### config.mk
export PLATFORM = sky130hd
export DESIGN_NAME = apb_bridge_4s
export DESIGN_NICKNAME = d
export VERILOG_FILES = /design/src/rtl/apb_bridge_4s.sv
export SDC_FILE = /design/constraint.sdc
export NUM_CORES = 1
export LEC_CHECK = 0
export CAP_MARGIN = 5
export CORE_AREA = 2 2 124 126
export DETAILED_ROUTE_END_ITERATION = 7
export DIE_AREA = 0 0 126 128
export HOLD_SLACK_MARGIN = 0.02
export MAX_ROUTING_LAYER = met4
export PLACE_DENSITY = 0.77
export SYNTH_ARGS = -nofsm -noshare
export SYNTH_HDL_FRONTEND = slang
export SYNTH_SLANG_ARGS = --single-unit
### constraint.sdc
create_clock -name clk -period 4.7 [get_ports clk]
set_input_delay 0.94 -clock clk [delete_from_list [all_inputs] [get_ports clk]]
set_output_delay 0.94 -clock clk [all_outputs]
set_load 0.01 [all_outputs]
### src/rtl/apb_bridge_4s.sv
// Single-requester CPU-to-APB3 bridge with four 2^REGION_BITS-byte slave regions above BASE_ADDR.
// Optional ACCESS-phase timeout is compiled in with `define APB_TIMEOUT_EN.
module apb_bridge_4s #(
  parameter logic [31:0] BASE_ADDR      = 32'h1000_0000,
  parameter int          REGION_BITS    = 12,
  parameter int          TIMEOUT_CYCLES = 255
) (
  input  logic        clk,
  input  logic        reset,
  input  logic        req,
  input  logic        we,
  input  logic [31:0] addr,
  input  logic [31:0] wdata,
  input  logic [3:0]  be,
  output logic        ready,
  output logic [31:0] rdata,
  output logic        err,
  output logic [31:0] paddr,
  output logic        pwrite,
  output logic [31:0] pwdata,
  output logic [3:0]  pstrb,
  output logic [3:0]  psel,
  output logic        penable,
  input  logic [31:0] prdata0,
  input  logic [31:0] prdata1,
  input  logic [31:0] prdata2,
  input  logic [31:0] prdata3,
  input  logic [3:0]  pready,
  input  logic [3:0]  pslverr
);

  typedef enum logic [1:0] {S_IDLE, S_SETUP, S_ACCESS} state_t;

  state_t      state_q, state_d;
  logic [31:0] addr_q, addr_d;
  logic        we_q, we_d;
  logic [31:0] wdata_q, wdata_d;
  logic [3:0]  be_q, be_d;
  logic [1:0]  idx_q, idx_d;
  logic        ready_q, ready_d;
  logic        err_q, err_d;
  logic [31:0] rdata_q, rdata_d;

  logic        hit;
  logic        sel_ready;
  logic        sel_err;
  logic [31:0] sel_rdata;
  logic        done_ok;
  logic        timeout_hit;

  assign hit = (addr[31:REGION_BITS+2] == BASE_ADDR[31:REGION_BITS+2]);

  // Return path: only the captured slave's status and data are observed.
  always_comb begin
    sel_ready = pready[idx_q];
    sel_err   = pslverr[idx_q];
    case (idx_q)
      2'd0:    sel_rdata = prdata0;
      2'd1:    sel_rdata = prdata1;
      2'd2:    sel_rdata = prdata2;
      default: sel_rdata = prdata3;
    endcase
  end

  assign done_ok = (state_q == S_ACCESS) && sel_ready;

`ifdef APB_TIMEOUT_EN
  localparam int CNT_W = ($clog2(TIMEOUT_CYCLES + 1) > 8) ? $clog2(TIMEOUT_CYCLES + 1) : 8;

  logic [CNT_W-1:0] cnt_q, cnt_d;

  // Counter holds the number of ACCESS cycles already completed; pready on the last one still wins.
  always_comb begin
    cnt_d = cnt_q;
    if (state_q == S_SETUP) begin
      cnt_d = '0;
    end else if (state_q == S_ACCESS) begin
      cnt_d = cnt_q + 1'b1;
    end
  end

  always_ff @(posedge clk) begin
    if (reset) begin
      cnt_q <= '0;
    end else begin
      cnt_q <= cnt_d;
    end
  end

  assign timeout_hit = (state_q == S_ACCESS) && !sel_ready &&
                       (cnt_q == CNT_W'(TIMEOUT_CYCLES - 1));
`else
  logic unused_timeout;
  assign unused_timeout = (TIMEOUT_CYCLES != 0);
  assign timeout_hit    = 1'b0;
`endif

  always_ff @(posedge clk) begin
    if (reset) begin
      state_q <= S_IDLE;
    end else begin
      state_q <= state_d;
    end
  end

  always_comb begin
    state_d = state_q;
    case (state_q)
      S_IDLE:   if (req && hit) state_d = S_SETUP;
      S_SETUP:  state_d = S_ACCESS;
      S_ACCESS: if (done_ok || timeout_hit) state_d = S_IDLE;
      default:  state_d = S_IDLE;
    endcase
  end

  always_comb begin
    psel    = 4'b0000;
    penable = 1'b0;
    if (state_q == S_SETUP || state_q == S_ACCESS) begin
      psel = 4'b0001 << idx_q;
    end
    if (state_q == S_ACCESS) begin
      penable = 1'b1;
    end
  end

  // Request capture and completion status; ready defaults low so it pulses for one cycle.
  always_comb begin
    addr_d  = addr_q;
    we_d    = we_q;
    wdata_d = wdata_q;
    be_d    = be_q;
    idx_d   = idx_q;
    ready_d = 1'b0;
    err_d   = err_q;
    rdata_d = rdata_q;
    if (state_q == S_IDLE && req) begin
      if (hit) begin
        addr_d  = addr;
        we_d    = we;
        wdata_d = wdata;
        be_d    = be;
        idx_d   = addr[REGION_BITS+1:REGION_BITS];
      end else begin
        ready_d = 1'b1;
        err_d   = 1'b1;
        rdata_d = '0;
      end
    end
    if (done_ok) begin
      ready_d = 1'b1;
      err_d   = sel_err;
      rdata_d = we_q ? 32'h0 : sel_rdata;
    end else if (timeout_hit) begin
      ready_d = 1'b1;
      err_d   = 1'b1;
      rdata_d = '0;
    end
  end

  always_ff @(posedge clk) begin
    if (reset) begin
      addr_q  <= '0;
      we_q    <= 1'b0;
      wdata_q <= '0;
      be_q    <= '0;
      idx_q   <= '0;
      ready_q <= 1'b0;
      err_q   <= 1'b0;
      rdata_q <= '0;
    end else begin
      addr_q  <= addr_d;
      we_q    <= we_d;
      wdata_q <= wdata_d;
      be_q    <= be_d;
      idx_q   <= idx_d;
      ready_q <= ready_d;
      err_q   <= err_d;
      rdata_q <= rdata_d;
    end
  end

  assign ready  = ready_q;
  assign err    = err_q;
  assign rdata  = rdata_q;
  assign paddr  = addr_q;
  assign pwrite = we_q;
  assign pwdata = wdata_q;
  assign pstrb  = we_q ? be_q : 4'b0000;

endmodule

==> metrics <==
CTS tree done; Tcrit/Tclk final around 64%; # setup viols final 0; die area around 16000 sq um; sw frac a little under a quarter; NumNets Final ~1000; post-DR wirelength/cell 17.2 um; post-layout minimum cycle time 3.01 ns; Via density ~5.0; CP max stage delay a little under 0.9 ns; worst-margin pin slew 1.13 ns; clk sinks approximately 110; Placed Area 8470 sq um; Req. time, crit path between 3 and 4 ns; TritonCTS Buffers 9; initial antenna violation count 0; hpwl dp roughly 13000 um; Ys Warns 0; P&R area growth vs syn 66.9%; P_int approximately 1.6 mW; Core Box Area 14900 sq um; RSZ-0062 raised after global routing false; first-pass GRT wire length roughly 26000 um; worst path cell trace nand2_1, nor2_1, clkdlybuf4s50_1; R2R Path Start paddr[12]$_SDFFE_PP0P_; setup bufs post-CTS 0; Post-synth ARST share 0%; Slew headroom roughly 24%; R2R depth 5; clk_lat worst skew 0.35 ns; flops & latches, synth between 100 and 150; Worst Hold Endpoint pwdata[31]$_SDFFE_PP0P_; Final Core Density approximately 59%; CP Capture Type primary output; Hold WC Path Type reg -> reg; Vias approximately 4900; FF-to-FF setup slack 1.72 ns; H-tree depth 3; P per Cell Area approximately 230 nW/um^2; leakage just under 3 nW; antenna cells 0; Sum Neg Setup Slack 0 ns; post-route cell area between 8000 and 9000 sq um; prevailing post-synth register cell dfxtp_1; syn_area_per_cell approximately 10 sq um; post-cts sizing count 0; library cells used by synthesis 31; power share of the clock group a little under two fifths; Post-Syn Instances between 500 and 600; initial DRC count around 190; Final Hold Vio Count 0; gpl congestion 0.766; critical hold path startpoint pwdata[31]$_SDFFE_PP0P_; largest net degree at the start of global routing between 80 and 90; clock skew 0.00812 ns; PortBufs 315; share of layout cells above drive strength 1 ~8%; DIE WIDTH 126 um; Initial Utilization roughly 35%; commonest non-fill, non-tap cells in the layout 314 x clkdlybuf4s50_1, 104 x nand2b_1, 103 x dfxtp_1, 51 x mux2i_1, 37 x nand2_1; CTS clk-pin slew, worst paths 0.07 ns; sw power ~0.46 mW; DRT antenna net count 0; Hold Path Stages 2; Post-synth EDFFs 0; vias in the first global route around 5000; Critical Path Fanout Max 40; status complete, no violations; GRT Total Usage a little over a fifth; Die Y-Extent around 130 um; f_max ~330 MHz; GR Overflow Total 0; Crit Path Class reg -> out; total of max-cap violations 0; CP arrival a little over 2 ns; total routed wirelength between 15000 and 20000 um; maximum VDD drop about 0.15 mV; clock buffer depth 2; DR pass1 iterations 4; Synth Cell Area between 5000 and 6000 sq um; CP Launch Type flip-flop; I/O pins between 300 and 400; total power slightly above 2 mW; Final Max Slew Viols 0; cts hold-fix bufs 0; CP max-delay cell dfxtp_2; post-synthesis sequential area ratio 39.9%; Rows 45; Clock Tree Root clkbuf_16; Comb power frac approximately 18%; share of power burned in registers 44.7%; hold_ws between 0.4 and 0.5 ns; most common cell after layout, fill and taps aside clkdlybuf4s50_1; RR Endpoint rdata[22]$_SDFFE_PP0P_; DRC viols 0; Syn Nets roughly 700
-- cell families after synthesis --
family / Yosys count / share of synthesized area (%)
muxes: 85 / 24.2
adders and majority gates: 4 / 0.950
AOI/OAI and AO/OA: 44 / 5.60
buffers and inverters: 50 / 4.61
DFF: 105 / 39.9
and+or+nand+nor: 215 / 24.7
-- sequential cells by signal (all words and copies together) (netlist names) --
register	flops
rdata	32
pwrite	1
state_q	2
be_q	4
ready	1
err	1
paddr	32
pwdata	32
-- how the worst max path moves through the flow --
stage | from | end | slack, ns | depth (start not counted)
final | paddr[13]$_SDFFE_PP0P_ | psel[2] | 1.69 | 3
after global routing | paddr[12]$_SDFFE_PP0P_ | rdata[22]$_SDFFE_PP0P_ | 1.46 | 5
after CTS | paddr[13]$_SDFFE_PP0P_ | psel[2] | 1.63 | 3
after detailed placement | pready[3] | rdata[12]$_SDFFE_PP0P_ | 1.43 | 5
after global placement | pready[3] | err$_SDFFE_PP0P_ | 1.55 | 5
after floorplan | addr[26] | paddr[23]$_SDFFE_PP0P_ | 2.46 | 7
-- stage by stage --
step                      cells  worst slack (ns)
after floorplan             503              2.46
after global placement      962              1.55
after detailed placement    962              1.43
after CTS                   978              1.63
after global routing        979              1.46
final                       979              1.69
-- worst max-delay path: cells and delay by family (launching register included) --
kind,cells,cell delay (ns)
flops,1,0.89
buf+inv,1,0.56
simple gates,2,0.27
-- routing by layer --
metal  GRT usage, %  routed length, um  vias up  part of all wire (%)
li1               -                  -     2346                     -
met2           36.6               8620      229                    51
met5              -                  0        -                     0
met3           5.05               1250       27                   7.4
met1           23.4               6680     2307                    40
met4           6.66                330        0                   2.0
-- final cells by class --
class	count	area, sq um
Timing Repair Buffer	319	3200
Clock inverter	6	67.6
Clock buffer	10	239
Tap cell	188	235
Inverter	3	11.3
Multi-Input combinational cell	348	2940
Sequential cell	105	2100
Fill cell	1272	6070
-- cell usage after synthesis, types with 3 or more instances --
| library cell | number | area share (%) |
|---|---|---|
| and2_1 | 4 | 0.47 |
| buf_2 | 8 | 0.76 |
| buf_4 | 10 | 1.4 |
| clkbuf_1 | 26 | 1.9 |
| dfxtp_1 | 105 | 40 |
| ha_1 | 4 | 0.95 |
| inv_1 | 3 | 0.21 |
| mux2i_1 | 51 | 9.7 |
| mux4_2 | 34 | 15 |
| nand2_1 | 38 | 2.7 |
| nand2b_1 | 104 | 12 |
| nand3b_1 | 32 | 4.6 |
| nor2_1 | 6 | 0.43 |
| nor3b_1 | 20 | 2.8 |
| nor4_1 | 3 | 0.36 |
| o22ai_1 | 32 | 3.8 |
-- power by group through the flow --
stage,logic (mW),clock network [mW],registers (mW)
floorplan,0.135,0,0.922
finish,0.358,0.756,0.901
CTS,0.360,0.785,0.901
global route,0.385,0.821,0.901
global placement,0.352,0,0.921
detailed placement,0.357,0,0.922
Note: power is estimated with default switching activity, not from simulation.
